## config.mk

```make
export PLATFORM = sky130hd
export DESIGN_NAME = mmio_interconnect
export DESIGN_NICKNAME = d
export VERILOG_FILES = /design/src/rtl/mmio_interconnect.sv
export SDC_FILE = /design/constraint.sdc
export NUM_CORES = 1
export LEC_CHECK = 0
export CAP_MARGIN = 20
export CORE_ASPECT_RATIO = 1.5
export CORE_UTILIZATION = 30
export CTS_BUF_LIST = sky130_fd_sc_hd__clkbuf_4
export CTS_CLUSTER_DIAMETER = 200
export DETAILED_ROUTE_END_ITERATION = 16
export PLACE_DENSITY = 0.64
export RECOVER_POWER = 100
export SLEW_MARGIN = 20
export SYNTH_ARGS = -nofsm -noshare
export SYNTH_HDL_FRONTEND = slang
export SYNTH_SLANG_ARGS = --single-unit
export TNS_END_PERCENT = 1
```

## constraint.sdc

```tcl
create_clock -name clk -period 1.7 [get_ports clk]
set_input_delay 0.17 -clock clk [delete_from_list [all_inputs] [get_ports clk]]
set_output_delay 0.17 -clock clk [all_outputs]
set_load 0.005 [all_outputs]
```

## src/rtl/mmio_interconnect.sv

```systemverilog
// rtl/mmio_interconnect.sv - parametrised MMIO interconnect between the core data port and NUM_SLAVES peripherals
//
// Decodes the core address into one of NUM_SLAVES contiguous regions. Each access uses a registered
// request/ready handshake with per-slave wait states. Unresponsive slaves time out, and the block
// reports bus errors.
//
// Ports
//   clk, reset          clock; synchronous active-low reset
//   m_req/m_we          core request (held until m_ready) and write flag
//   m_addr/m_wdata      core byte address and write data
//   m_rdata/m_ready     read data and one-cycle completion pulse
//   m_err               bus error flag, valid with m_ready
//   s_sel/s_we          one-hot slave select and write strobe, held through ACCESS
//   s_addr/s_wdata      offset within the selected region and registered write data
//   s_rdata/s_ready     per-slave read data (packed) and done flags
//   err_count           saturating bus-error count
//   last_err_addr       address of the most recent bus error
module mmio_interconnect #(
  parameter int                    NUM_SLAVES  = 4,
  parameter int                    ADDR_WIDTH  = 32,
  parameter int                    DATA_WIDTH  = 32,
  parameter logic [ADDR_WIDTH-1:0] BASE_ADDR   = 32'h1001_0000,
  parameter int                    REGION_BITS = 8,
  parameter int                    TIMEOUT     = 15
) (
  input  logic                             clk,
  input  logic                             reset,
  input  logic                             m_req,
  input  logic                             m_we,
  input  logic [ADDR_WIDTH-1:0]            m_addr,
  input  logic [DATA_WIDTH-1:0]            m_wdata,
  output logic [DATA_WIDTH-1:0]            m_rdata,
  output logic                             m_ready,
  output logic                             m_err,
  output logic [NUM_SLAVES-1:0]            s_sel,
  output logic                             s_we,
  output logic [REGION_BITS-1:0]           s_addr,
  output logic [DATA_WIDTH-1:0]            s_wdata,
  input  logic [NUM_SLAVES*DATA_WIDTH-1:0] s_rdata,
  input  logic [NUM_SLAVES-1:0]            s_ready,
  output logic [7:0]                       err_count,
  output logic [ADDR_WIDTH-1:0]            last_err_addr
);

  localparam int TMO_W = $clog2(TIMEOUT + 1);

  typedef enum logic [1:0] {
    IDLE,
    ACCESS,
    RESP
  } state_t;

  state_t                  state;
  logic [TMO_W-1:0]        tmo_cnt;
  logic [ADDR_WIDTH-1:0]   req_addr;

  logic [ADDR_WIDTH-1:0]   offset;
  logic [ADDR_WIDTH-1:0]   region;
  logic                    hit;
  logic [NUM_SLAVES-1:0]   onehot;
  logic [DATA_WIDTH-1:0]   rd_mux;
  logic                    sel_ready;

  // Address decode of the incoming request
  always_comb begin
    offset = m_addr - BASE_ADDR;
    region = offset >> REGION_BITS;
    hit    = (m_addr >= BASE_ADDR) && (region < ADDR_WIDTH'(NUM_SLAVES));
    onehot = '0;
    for (int i = 0; i < NUM_SLAVES; i++) begin
      if (region == ADDR_WIDTH'(i)) onehot[i] = 1'b1;
    end
  end

  // Only the selected slave's ready and data are seen; s_sel is one-hot, so OR-ing masked lanes
  // picks exactly that slave and keeps every other s_ready bit out of the handshake.
  always_comb begin
    rd_mux    = '0;
    sel_ready = 1'b0;
    for (int i = 0; i < NUM_SLAVES; i++) begin
      if (s_sel[i]) begin
        rd_mux    = rd_mux | s_rdata[i*DATA_WIDTH +: DATA_WIDTH];
        sel_ready = sel_ready | s_ready[i];
      end
    end
  end

  always_ff @(posedge clk) begin
    if (!reset) begin
      state         <= IDLE;
      tmo_cnt       <= '0;
      req_addr      <= '0;
      m_rdata       <= '0;
      m_ready       <= 1'b0;
      m_err         <= 1'b0;
      s_sel         <= '0;
      s_we          <= 1'b0;
      s_addr        <= '0;
      s_wdata       <= '0;
      err_count     <= '0;
      last_err_addr <= '0;
    end else begin
      case (state)
        IDLE: begin
          m_ready <= 1'b0;
          m_err   <= 1'b0;
          m_rdata <= '0;
          if (m_req) begin
            req_addr <= m_addr;
            tmo_cnt  <= '0;
            if (hit) begin
              s_sel   <= onehot;
              s_we    <= m_we;
              s_addr  <= offset[REGION_BITS-1:0];
              s_wdata <= m_wdata;
              state   <= ACCESS;
            end else begin
              m_err         <= 1'b1;
              last_err_addr <= m_addr;
              if (err_count != 8'hFF) err_count <= err_count + 8'd1;
              state         <= RESP;
            end
          end
        end

        ACCESS: begin
          // Ready is tested first so a slave answering on the expiry cycle still completes cleanly
          if (sel_ready) begin
            m_rdata <= s_we ? '0 : rd_mux;
            m_err   <= 1'b0;
            s_sel   <= '0;
            s_we    <= 1'b0;
            state   <= RESP;
          end else if (tmo_cnt == TMO_W'(TIMEOUT - 1)) begin
            m_rdata       <= '0;
            m_err         <= 1'b1;
            s_sel         <= '0;
            s_we          <= 1'b0;
            last_err_addr <= req_addr;
            if (err_count != 8'hFF) err_count <= err_count + 8'd1;
            state         <= RESP;
          end else begin
            tmo_cnt <= tmo_cnt + 1'b1;
          end
        end

        RESP: begin
          // m_rdata/m_err were loaded on entry; they stay put for the m_ready cycle
          m_ready <= 1'b1;
          state   <= IDLE;
        end

        default: state <= IDLE;
      endcase
    end
  end

endmodule

```

==> metrics.yaml, run 1 <==
final_layout:
  finalNonFillerCells: 1479
  syn2layout_area_growth_pct: 71.0
  fin_util: 0.524
  postLayoutCellArea_um2: 11400
  final_nets: 1396
  layout_commonest_cell: "clkdlybuf4s50_1"
  layout_common_cells: "clkdlybuf4s50_1, nand2_1, a21oi_1"
  final.fill_count: 2090
  drive_above_1_share: 0.163
  multi_input_area_um2: 3350
  regArea_um2: 3220
cts:
  ctsHtreeMaxLevel: 4
  clkTransAtPathRegs_ps: 140
  numCtsBuffers: 17
  clk_latency_ps: 590
  cts_tree: "yes"
  clockBufferDepth: 2
  cts_sinks: 157
  cts-root-buf: "clkbuf_4"
outcome:
  violations: "negative setup slack"
  status: "finished with violations"
route:
  antenna_left: 0
  initialDrtViolationCount: 406
  wl_mm: 26.7
  drc: 0
  viasPerCell: 5.03
  wl_per_cell_um: 18.1
  first_pass_iters: 5
  vias: 7445
timing:
  period_share: 1.12
  tightest_slew_ps: 458
  finalMaxSlewViolations: 0
  final.setup_skew_ps: 20.7
  setup_viol: 66
  min_period_ps: 1900
  max_freq_mhz: 525
  hold_viol_final: 0
  slew_headroom: 0.695
  finalWorstSetupSlack_ps: -203
  rsz0062_at_grt: "yes"
global_routing:
  grt_pass1_wl_mm: 38.9
  antenna_found_initial: 4
  grt_use_total: 0.229
  grt_pass1_vias: 7084
  grt_max_degree: 92
  grt_overflow: 0
floorplanning:
  die_h_um: 184
  fp.dieArea_um2: 22800
  die_x_um: 124
  initial_core_util: 0.306
  fp.coreArea_um2: 21700
  ios: 319
  rows: 66
critical_path:
  crit_arrival_ps: 2430
  worstPathCellList: "a22oi_2, nand2_2, a2111oi_4, buf_6, or4b_1, o21ai_1"
  cp-start-kind: "register"
  critPathMaxFanout: 6
  timing.rr.start: "s_sel[2]"
  critPathSlowestCell: "a2111oi_4"
  critPathCaptureType: "register"
  critPathLaunch: "s_sel[2]"
  max_stage_delay_ps: 430
  critical_path_class: "reg2reg"
  critPathRequiredTime_ps: 2220
min_path:
  min_path_type: "in2reg"
  worstHoldStart: "m_wdata[5]"
placed_design:
  dpl.hpwl_mm: 18.1
  numPortBuffers: 318
  routabilityCongestion: 0.777
  placed_cell_area_um2: 10600
  placed_cells: 1428
  post-place-ws_ps: -890
logic_synthesis:
  seq_area_frac_synth: 0.473
  ys_seq_elements: 157
  synth_ff_type: "dfxtp_1"
  synth_cells: 841
  mappedNetlistArea_um2: 6650
  ys_types: 48
  yosys_warnings: 0
  synth_fp_nets: 1044
  synth_edf_count: 0
  avgSynthCellArea_um2: 7.91
  async_reset_ff_frac: 0
power:
  p_per_area_nw_per_um2: 653
  design_power_total_mw: 7.42
  ir_worst_vdd_v: 0.000595
  leakagePower_nw: 4.36
run:
  cap_violations: 0
[cells in the mapped netlist (all sizes together), types with 2 or more instances]
cell	number	share of area
a21oi	131	0.099
a221oi	12	0.016
a22o	12	0.016
a22oi	42	0.049
a311oi	31	0.041
and3	5	0.0047
buf	14	0.011
clkbuf	60	0.034
dfxtp	157	0.47
ha	3	0.0056
mux2i	6	0.0090
nand2	221	0.12
nand2b	5	0.0047
nand3	8	0.0060
nand3b	2	0.0023
nand4	2	0.0019
nor2	73	0.041
nor2b	2	0.0019
nor3	16	0.012
nor3b	2	0.0023
nor4	3	0.0028
nor4b	3	0.0068
o21ai	7	0.0053
o221a	2	0.0034
o32a	2	0.0030
xor2	2	0.0026
[cell type report]
class,count,area share
Antenna cell,2,0.000440
Sequential cell,157,0.283
Timing Repair Buffer,407,0.365
Clock buffer,18,0.0119
Inverter,2,0.000880
Multi-Input combinational cell,608,0.294
Tap cell,272,0.0299
Clock inverter,13,0.0146
[critical path: cells and delay by family, from the launching register on]
family	cells	cell delay, ps
AOI/OAI and AO/OA	3	740
buffers and inverters	1	190
DFF	1	380
and+or+nand+nor	2	530
[final timing paths]
path	endpoint	slack [ps]	cells past startpoint
worst max-delay path	err_count[0]	-200	6
worst min-delay path	s_wdata[5]	110	3
worst max register to register	err_count[0]	-200	6
worst min register to register	s_wdata[24]	460	2
[per-layer routing]
metal | GRT usage | part of all wire | wire (um) | vias up
met4 | 0.0916 | 0.030 | 795 | 4
met2 | 0.415 | 0.51 | 13500 | 280
met3 | 0.0712 | 0.086 | 2300 | 46
met1 | 0.241 | 0.38 | 10100 | 3450
met5 | 0 | 0.00067 | 18 | -
li1 | - | - | - | 3665
[what timing repair did]
action,4_1_cts,5_1_grt
endpoints found under the hold margin,0,3
gates resized for setup,119,69
setup buffers,8,5
hold buffers,0,2
setup endpoints to repair,175,160
cloned,5,0
pin swaps,31,10
[power by group]
group	total [mW]	switching (mW)	internal, mW
clock	2.42	1.39	1.04
combinational	1.15	0.426	0.722
sequential	3.85	0.0658	3.79
total	7.42	1.88	5.54
[kinds of logic after synthesis]
family	synth area share
compound gates	0.241
xor+xnor	0.00395
flops	0.473
mux	0.00903
simple gates	0.222
buf+inv	0.0461
fa+ha+maj	0.00565
[per-stage QoR]
step	TNS [ps]	hold WS, ps
floorplan	-5140	271
global placement	-72330	441
detailed placement	-76570	445
CTS	-5220	54.7
global route	-12650	51.9
finish	-4970	106
[flip-flops by register name, summed over array words and instances, names as in the netlist]
| name | count |
|---|---|
| last_err_addr | 32 |
| m_rdata | 32 |
| req_addr | 32 |
| s_wdata | 32 |
| err_count | 8 |
| s_addr | 8 |
| s_sel | 4 |
| tmo_cnt | 4 |
| state | 2 |
| m_err | 1 |
| m_ready | 1 |
| s_we | 1 |
Note: power is estimated with default switching activity, not from simulation.
==> run 2, diff against run 1 <==
- CORE_MARGIN: default -> 1
==> results of run 2 <==
Final layout, timing and power as in run 1 (identical DEF).
